File: src/rtl/eq_i2s_tx.sv
`default_nettype none
// ============================================================================
// Module      : eq_i2s_tx
// Description : I2S transmitter for the equalizer output. It has a 2-entry
//               sample FIFO and generates BCLK/LRCLK from clk. Each mono
//               sample is sent on both the left and right slots.
//               Define EQ_I2S_LJ_EN to select left-justified data alignment.
// Revision    : 1.0 - initial release
// ============================================================================
module eq_i2s_tx #(
    parameter int DATA_WIDTH = 24,
    parameter int SLOT_WIDTH = 32,
    parameter int BCLK_DIV   = 4
) (
    input  logic                  clk,
    input  logic                  rst,
    input  logic [DATA_WIDTH-1:0] sample_in,
    input  logic                  sample_valid,
    output logic                  sample_ready,
    output logic                  bclk,
    output logic                  lrclk,
    output logic                  sdata,
    output logic                  underrun
);

    localparam int c_DIV_W = (BCLK_DIV > 1) ? $clog2(BCLK_DIV) : 1;
    localparam int c_BIT_W = $clog2(2 * SLOT_WIDTH);
    localparam logic [c_DIV_W-1:0] c_DIV_LAST = c_DIV_W'(BCLK_DIV - 1);
    localparam logic [c_BIT_W-1:0] c_BIT_LAST = c_BIT_W'(2 * SLOT_WIDTH - 1);
    localparam logic [c_BIT_W-1:0] c_SLOT     = c_BIT_W'(SLOT_WIDTH);

    logic [DATA_WIDTH-1:0] r_mem [2];
    logic                  r_wptr;
    logic                  r_rptr;
    logic [1:0]            r_count;
    logic [c_DIV_W-1:0]    r_div_cnt;
    logic [c_BIT_W-1:0]    r_bit_cnt;
    logic [DATA_WIDTH-1:0] r_hold;
    logic                  r_bclk;
    logic                  r_lrclk;
    logic                  r_sdata;
    logic                  r_underrun;

    logic                  w_full;
    logic                  w_empty;
    logic                  w_push;
    logic                  w_pop;
    logic                  w_div_tc;
    logic                  w_fall;
    logic                  w_frame_start;
    logic [c_BIT_W-1:0]    w_bit_nxt;
    logic                  w_lr_nxt;
    logic [c_BIT_W-1:0]    w_k;
    logic [DATA_WIDTH-1:0] w_hold_nxt;
    logic                  w_sdata_nxt;

    assign w_full       = (r_count == 2'd2);
    assign w_empty      = (r_count == 2'd0);
    assign sample_ready = !w_full && !rst;
    assign w_push       = sample_valid && sample_ready;

    assign w_div_tc      = (r_div_cnt == c_DIV_LAST);
    assign w_fall        = w_div_tc && r_bclk;
    assign w_frame_start = w_fall && (r_bit_cnt == c_BIT_LAST);
    assign w_pop         = w_frame_start && !w_empty;

    // Serial outputs are computed from the post-event bit position and hold
    // value so the new frame's first bit is already correct at frame start.
    assign w_bit_nxt  = (r_bit_cnt == c_BIT_LAST) ? '0 : r_bit_cnt + c_BIT_W'(1);
    assign w_lr_nxt   = (w_bit_nxt >= c_SLOT);
    assign w_k        = w_lr_nxt ? (w_bit_nxt - c_SLOT) : w_bit_nxt;
    assign w_hold_nxt = !w_frame_start ? r_hold : (w_empty ? '0 : r_mem[r_rptr]);

    always_comb begin
        w_sdata_nxt = 1'b0;
        for (int i = 0; i < DATA_WIDTH; i++) begin
`ifdef EQ_I2S_LJ_EN
            if (w_k == c_BIT_W'(DATA_WIDTH - 1 - i)) w_sdata_nxt = w_hold_nxt[i];
`else
            if (w_k == c_BIT_W'(DATA_WIDTH - i)) w_sdata_nxt = w_hold_nxt[i];
`endif
        end
    end

    always_ff @(posedge clk) begin
        if (w_push) r_mem[r_wptr] <= sample_in;
    end

    always_ff @(posedge clk or posedge rst) begin
        if (rst) begin
            r_wptr     <= 1'b0;
            r_rptr     <= 1'b0;
            r_count    <= 2'd0;
            r_div_cnt  <= '0;
            r_bit_cnt  <= '0;
            r_hold     <= '0;
            r_bclk     <= 1'b0;
            r_lrclk    <= 1'b0;
            r_sdata    <= 1'b0;
            r_underrun <= 1'b0;
        end else begin
            r_underrun <= w_frame_start && w_empty;
            r_div_cnt  <= w_div_tc ? '0 : r_div_cnt + c_DIV_W'(1);
            if (w_div_tc) r_bclk <= !r_bclk;
            if (w_fall) begin
                r_bit_cnt <= w_bit_nxt;
                r_lrclk   <= w_lr_nxt;
                r_sdata   <= w_sdata_nxt;
            end
            if (w_frame_start) r_hold <= w_hold_nxt;
            if (w_push) r_wptr <= !r_wptr;
            if (w_pop)  r_rptr <= !r_rptr;
            if (w_push && !w_pop)      r_count <= r_count + 2'd1;
            else if (w_pop && !w_push) r_count <= r_count - 2'd1;
        end
    end

    assign bclk     = r_bclk;
    assign lrclk    = r_lrclk;
    assign sdata    = r_sdata;
    assign underrun = r_underrun;

endmodule
`default_nettype wire

File: config.mk
export PLATFORM = sky130hd
export DESIGN_NAME = eq_i2s_tx
export DESIGN_NICKNAME = d
export VERILOG_FILES = /design/src/rtl/eq_i2s_tx.sv
export SDC_FILE = /design/constraint.sdc
export NUM_CORES = 1
export LEC_CHECK = 0
export BUFFER_PORTS_ARGS = -buffer_cell sky130_fd_sc_hd__buf_2
export CORE_MARGIN = 4
export CORE_UTILIZATION = 45
export CTS_CLUSTER_DIAMETER = 150
export DETAILED_ROUTE_END_ITERATION = 12
export GPL_TIMING_DRIVEN = 0
export PLACE_DENSITY = 0.67
export SETUP_SLACK_MARGIN = 0.2
export SLEW_MARGIN = 25
export SYNTH_ARGS = -nofsm -noshare
export SYNTH_HDL_FRONTEND = slang
export SYNTH_SLANG_ARGS = --single-unit
File: constraint.sdc
create_clock -name clk -period 2.6 [get_ports clk]
set_clock_uncertainty 0.2 [all_clocks]
set_input_delay 0.26 -clock clk [delete_from_list [all_inputs] [get_ports clk]]
set_output_delay 0.26 -clock clk [all_outputs]
set_load 0.02 [all_outputs]
==> results of run 1 <==
==> metal layers <==
layer / up-vias / share of wire [%]
li1: 1374 / -
met1: 1354 / 45
met2: 71 / 49
met3: 11 / 4.3
met4: 0 / 1.7
met5: - / 0
==> Yosys cell counts, types with 2 or more instances <==
master     instances  share of area [%]
xor2_1             4               0.86
dfrtp_1           40                 25
o221ai_1           2               0.43
o21ai_0           17                2.1
o22ai_1            2               0.31
buf_2              5               0.62
mux2i_1           24                5.9
or2_2              2               0.31
o21a_1             3               0.55
buf_6              4                1.1
nor3_1             6               0.74
a2111oi_2          2               0.74
a21oi_1           11                1.4
edfxtp_1          48                 35
a22oi_1            3               0.55
nand3_1            8               0.98
buf_4              4               0.74
a21o_1             3               0.55
a311oi_1           2               0.43
o21ai_1            5               0.62
nor4_1             5               0.77
ha_1               7                2.2
clkbuf_1           3               0.28
inv_1             11                1.0
and3_2             2               0.37
o31ai_1            7                1.3
or3_1              2               0.31
xnor2_1            8                1.7
a31oi_1            5               0.77
nand2_1           25                2.3
o31ai_2           14                4.3
nor2_1            11                1.0
o2111ai_1          3               0.65
==> final cells by class <==
class                      count  area, µm²  share of cell area (%)
tap                          108        135                    2.51
buffer                        16        163                    3.03
multi-input combinational    200       1740                    32.4
clock inverter                 7       46.3                   0.861
timing repair buffer          82        676                    12.6
clock buffer                   9        124                    2.30
sequential                    88       2440                    45.5
inverter                      12       45.0                   0.838
==> power by group <==
group	total [µW]	switching [µW]	internal, µW	leakage [µW]
Combinational	368	241	127	0.00103
Sequential	1670	63.2	1600	0.000974
Clock	846	499	347	0.0000851
Total	2880	803	2080	0.00209
==> worst min-delay path, stage by stage <==
cell	delay (ns)
buf_2	0.10
nand2_1	0.14
xnor2_1	0.08
==> flip-flops by register name (all words and copies together) (netlist names) <==
name and flops:
bclk 1, lrclk 1, r_count 2, r_rptr 1, r_wptr 1, r_div_cnt 2, underrun 1, sdata 1
r_mem 48, r_hold 24, r_bit_cnt 6
==> cells by family (layout without fill, tap and decap cells) <==
family	after synthesis	in the layout	share of synthesized area, %
DFF	88	88	60.1
AOI/OAI and AO/OA	82	82	15.3
buffers and inverters	28	126	3.85
and+or+nand+nor	73	73	9.48
xor gates and xnor gates	13	13	2.98
adders and majority gates	7	7	2.15
muxes	25	25	6.18
==> worst paths after layout <==
path	from	endpoint	slack (ns)	cells after the start
worst max-delay path	r_bit_cnt[0]	sdata	-0.16	12
worst min-delay path	sample_valid	r_wptr	0.06	3
worst max register to register	r_bit_cnt[0]	sdata	-0.16	12
worst min register to register	lrclk	lrclk	0.28	1
max in group asynchronous	rst	r_bit_cnt[0]	1.46	4
min in group asynchronous	rst	r_hold[13]	0.26	3
==> per-stage QoR <==
stage | util [%] | area, µm² | TNS (ns) | std cells | power, µW
global route | 61.3 | 5380 | -0.267 | 522 | 3010
detailed placement | 50.7 | 4440 | -0.447 | 456 | 2000
global placement | 50.3 | 4410 | -0.408 | 455 | 1980
floorplan | - | 4120 | -0.101 | 316 | 1890
CTS | 58.9 | 5160 | -0.185 | 513 | 2890
finish | 61.3 | 5380 | -0.162 | 522 | 2880
==> timing repair <==
item | in CTS | in global routing
gates resized for setup | 34 | 24
hold endpoints to repair | 65 | 0
cloned | 0 | 2
hold buffers | 25 | 0
setup endpoints to repair | 3 | 2
setup buffers | 16 | 7
pin swaps | 16 | 11
==> flow_metrics.env, run 1 <==
export IMPL_drtIter0Drc=107
export IMPL_synth_area_per_cell_um2=12.9
export IMPL_insertion_delay_ns=0.36
export IMPL_antenna_cells=0
export IMPL_clockBufferDepth=2
export IMPL_cp_num_buf_inv=3
export IMPL_root_buffer="clkbuf_8"
export IMPL_worst_slew_pin_slew_ns=0.759
export IMPL_hold_viol=0
export IMPL_peakVddDrop_uv=417
export IMPL_cts_tree="built"
export IMPL_period_share_pct=106
export IMPL_layout_nets=443
export IMPL_grt_max_degree=25
export IMPL_synth_edf_count=48
export IMPL_crit_path_top_delay_cell="dfrtp_2"
export IMPL_place_ws_ns=-0.447
export IMPL_rows=34
export IMPL_use_met3_pct=3.86
export IMPL_dp_hpwl_um=5670
export IMPL_p_leak_uw=0.00209
export IMPL_fmax_ghz=0.362
export IMPL_synth_cell_types=51
export IMPL_cts_buffers=9
export IMPL_ys_ff_latch=88
export IMPL_synthArstFlopShare_pct=45.5
export IMPL_syn_area_um2=4070
export IMPL_drc_errors=0
export IMPL_required_ns=2.64
export IMPL_drive_above_1_share_pct=34.5
export IMPL_finalWorstSetupSlack_ns=-0.162
export IMPL_htreeDepth=3
export IMPL_max_cap_violations=0
export IMPL_worstSetupEndpointType="register"
export IMPL_io_pins=32
export IMPL_yosysWarnings=0
export IMPL_status="finished with violations"
export IMPL_vias_per_cell=5.38
export IMPL_clkTransAtPathRegs_ns=0.09
export IMPL_fill_cells=700
export IMPL_gp_congestion=0.923
export IMPL_wl_um=8900
export IMPL_clock_sinks=88
export IMPL_seq_area_frac_synth_pct=60.1
export IMPL_path_cells="ha_4 > buf_8 > and4_4 > nand2_8 > buf_12 > buf_12 > nand2_2 > o31a_2 > o2111ai_4 > a2111oi_4 > a2111oi_4 > or3_1"
export IMPL_arrival_ns=2.80
export IMPL_layout_common_cells="edfxtp_1 (48), dfrtp_1 (38), buf_2 (32), buf_4 (25), dlygate4sd3_1 (25)"
export IMPL_ant_nets=0
export IMPL_finalCriticalPeriod_ns=2.76
export IMPL_grt_usage_pct=18.2
export IMPL_worstHoldPathType="input pin to register"
export IMPL_critical_path_class="register to register"
export IMPL_finalSetupViolCount=1
export IMPL_ys_flop_type="edfxtp_1"
export IMPL_relSlewSlack_pct=49.3
export IMPL_synth_cells=316
export IMPL_portBuffers=31
export IMPL_cp_start_kind="register"
export IMPL_grt_pass1_wl_um=14600
export IMPL_grt_pass1_vias=2858
export IMPL_grt_busiest_layer="met2"
export IMPL_final_common_cell="edfxtp_1"
export IMPL_met2_usage_pct=29.8
export IMPL_dieArea_um2=10600
export IMPL_antenna_found_initial=0
export IMPL_grt_util_met1_pct=24.5
export IMPL_powerDensity_nw_per_um2=536
export IMPL_violations="setup timing"
export IMPL_wl_per_cell_um=17.1
export IMPL_dr_total_vias=2810
export IMPL_critPathMaxFanout=6
export IMPL_holdWs_ns=0.0641
export IMPL_initial_core_util_pct=46.4
export IMPL_gr_total_overflow=0
export IMPL_die_w_um=103
export IMPL_die_y_um=103
export IMPL_syn_num_nets=350
export IMPL_drv_slew=0
export IMPL_cp_slowest_stage_delay_ns=0.40
export IMPL_dr_pass1_iters=4
export IMPL_area_growth_pct=32.2
export IMPL_crit_family="compound AO/OA/AOI/OAI gates"
export IMPL_rsz0062_at_grt="yes"
export IMPL_core_area_um2=8760
Note: power is estimated with default switching activity, not from simulation.
==> inputs of run 2 (changes only) <==
--- a/config.mk
+++ b/config.mk
@@ -6,12 +6,14 @@
 export NUM_CORES = 1
 export LEC_CHECK = 0
 export BUFFER_PORTS_ARGS = -buffer_cell sky130_fd_sc_hd__buf_2
+export CELL_PAD_IN_SITES_DETAIL_PLACEMENT = 0
+export CELL_PAD_IN_SITES_GLOBAL_PLACEMENT = 1
 export CORE_MARGIN = 4
-export CORE_UTILIZATION = 45
+export CORE_UTILIZATION = 44
 export CTS_CLUSTER_DIAMETER = 150
 export DETAILED_ROUTE_END_ITERATION = 12
 export GPL_TIMING_DRIVEN = 0
-export PLACE_DENSITY = 0.67
+export PLACE_DENSITY = 0.77
 export SETUP_SLACK_MARGIN = 0.2
 export SLEW_MARGIN = 25
 export SYNTH_ARGS = -nofsm -noshare
==> run 2 against run 1 <==
Against the previous run:
- the run still ends with setup timing left
- cell area down 1.7%
- fmax down 3.0%
- sequential power about the same
- power up 8.8%
- critical path depth down 1
- via count down 1.7%
- die area up 2.1%
- final cell count down 0.96%
- utilization down 1.6 points
- largest power group unchanged
==> flow_metrics.env, run 2 (synthesized netlist as in run 1, its figures left out) <==
export IMPL_rr_worst_depth=11
export IMPL_wl_um=8820
export IMPL_finalPower_uw=3130
export IMPL_peakVddDrop_uv=409
export IMPL_violations="setup timing"
export IMPL_core_area_um2=8850
export IMPL_critPathMaxFanout=10
export IMPL_grt_max_degree=26
export IMPL_max_cap_violations=0
export IMPL_clockBufferDepth=2
export IMPL_root_buffer="clkbuf_8"
export IMPL_dieArea_um2=10800
export IMPL_p_leak_uw=0.00206
export IMPL_cts_tree="built"
export IMPL_drv_slew=0
export IMPL_area_growth_pct=30.0
export IMPL_portBuffers=31
export IMPL_wl_per_cell_um=17.1
export IMPL_cp_start_kind="register"
export IMPL_largest_reg_flops=48
export IMPL_dp_cells=456
export IMPL_finalSetupViolCount=1
export IMPL_finalWorstSetupSlack_ns=-0.247
export IMPL_grt_pass1_vias=2830
export IMPL_ant_nets=0
export IMPL_dr_pass1_iters=4
export IMPL_htreeDepth=3
export IMPL_fmax_ghz=0.351
export IMPL_arrival_ns=2.95
export IMPL_insertion_delay_ns=0.36
export IMPL_relSlewSlack_pct=52.7
export IMPL_gp_congestion=0.889
export IMPL_gr_total_overflow=0
export IMPL_status="finished with violations"
export IMPL_hold_viol=0
export IMPL_worstSetupEndpointType="register"
export IMPL_cts_buffers=9
export IMPL_holdWs_ns=0.0581
export IMPL_rows=34
export IMPL_final_common_cell="edfxtp_1"
export IMPL_clock_sinks=88
export IMPL_layout_common_cells="edfxtp_1 (48), dfrtp_1 (38), buf_2 (33), dlygate4sd3_1 (25)"
export IMPL_layout_nets=438
export IMPL_powerDensity_nw_per_um2=593
export IMPL_finalCriticalPeriod_ns=2.85
export IMPL_antenna_cells=0
export IMPL_rsz0062_at_grt="yes"
export IMPL_top_regs="r_mem x48, r_hold x24, r_bit_cnt x6"
export IMPL_die_w_um=104
export IMPL_vias_per_cell=5.34
export IMPL_drc_errors=0
export IMPL_die_y_um=104
export IMPL_required_ns=2.71
export IMPL_period_share_pct=109
export IMPL_dr_total_vias=2761
export IMPL_antenna_found_initial=0
export IMPL_initial_core_util_pct=46.0
export IMPL_clkTransAtPathRegs_ns=0.10
export IMPL_io_pins=32
export IMPL_grt_usage_pct=17.0
export IMPL_regMostFlops="r_mem"
export IMPL_worst_slew_pin_slew_ns=0.708
export IMPL_critical_path_class="register to register"
export IMPL_dp_hpwl_um=5800
export IMPL_hold_path_cell_count=3
export IMPL_drive_above_1_share_pct=33.5
export IMPL_drtIter0Drc=110
export IMPL_worstHoldPathType="input pin to register"
export IMPL_grt_pass1_wl_um=14600
export IMPL_layout_cells_non_filler=517
## run 2: cell types whose count changed in the layout (fill, tap and decap cells not counted), moves of 2 or more
cell	before	now
buf_4	25	22
clkinv_1	3	1
clkbuf_16	2	0
bufinv_16	0	2
o31ai_2	10	13
and3_4	2	0
o31ai_4	5	3
o21ai_2	6	1
o21ai_1	3	7
and3_2	1	3
## run 2: final cells by class
| type | count | area, µm² |
|---|---|---|
| repair buffers | 77 | 583 |
| well taps | 108 | 135 |
| multi-input cells | 200 | 1710 |
| fillers | 751 | 3560 |
| flip-flops and latches | 88 | 2440 |
| clock buffers | 9 | 124 |
| plain buffers | 16 | 145 |
| clock inverters | 7 | 103 |
| inverters | 12 | 45.0 |
## run 2: layer usage
metal | global-route usage [%] | vias up | part of all wire, %
met2 | 26.7 | 38 | 48
met3 | 3.91 | 14 | 3.0
met4 | 5.22 | 0 | 1.6
li1 | - | 1361 | -
met5 | 0 | - | 0
met1 | 23.4 | 1348 | 47
## run 2: stage by stage
step	worst slack, ns	utilization, %	cell area, µm²	setup TNS [ns]
2_1_floorplan	-0.101	-	4120	-0.101
3_3_place_gp	-0.411	49.9	4410	-0.411
3_5_place_dp	-0.445	50.1	4430	-0.447
4_1_cts	-0.223	57.4	5070	-0.223
5_1_grt	-0.359	59.7	5290	-0.359
6_report	-0.247	59.7	5290	-0.247
## run 2: where the power goes
group | switching (µW) | internal [µW] | leakage (µW)
registers | 67.2 | 1600 | 0.000974
logic | 235 | 153 | 0.000971
clock network | 521 | 555 | 0.000116
## run 2: worst max-delay path, stage by stage, from the launching register on
cell and delay (ns):
dfrtp_2 0.41, ha_4 0.14, buf_8 0.12, and4_4 0.27
nand2_8 0.09, buf_12 0.16, o31ai_4 0.21, or2_1 0.14
a21oi_1 0.06, or4_4 0.54, a2111oi_4 0.32, or3_1 0.14
## run 2: worst paths after layout
| kind | from | end | slack (ns) |
|---|---|---|---|
| worst min-delay path | sample_valid | r_wptr | 0.06 |
| worst max-delay path | r_bit_cnt[1] | sdata | -0.25 |
| max in group asynchronous | rst | r_hold[12] | 1.49 |
| worst max register to register | r_bit_cnt[1] | sdata | -0.25 |
| min in group asynchronous | rst | r_hold[0] | 0.22 |
| worst min register to register | r_hold[16] | r_hold[16] | 0.28 |
## run 2: timing repair
action / 4_1_cts / 5_1_grt
gates resized for setup: 22 / 21
pin swaps: 4 / 10
endpoints found under the setup margin: 3 / 2
endpoints found under the hold margin: 65 / 0
setup buffers: 6 / 14
hold buffers: 25 / 0
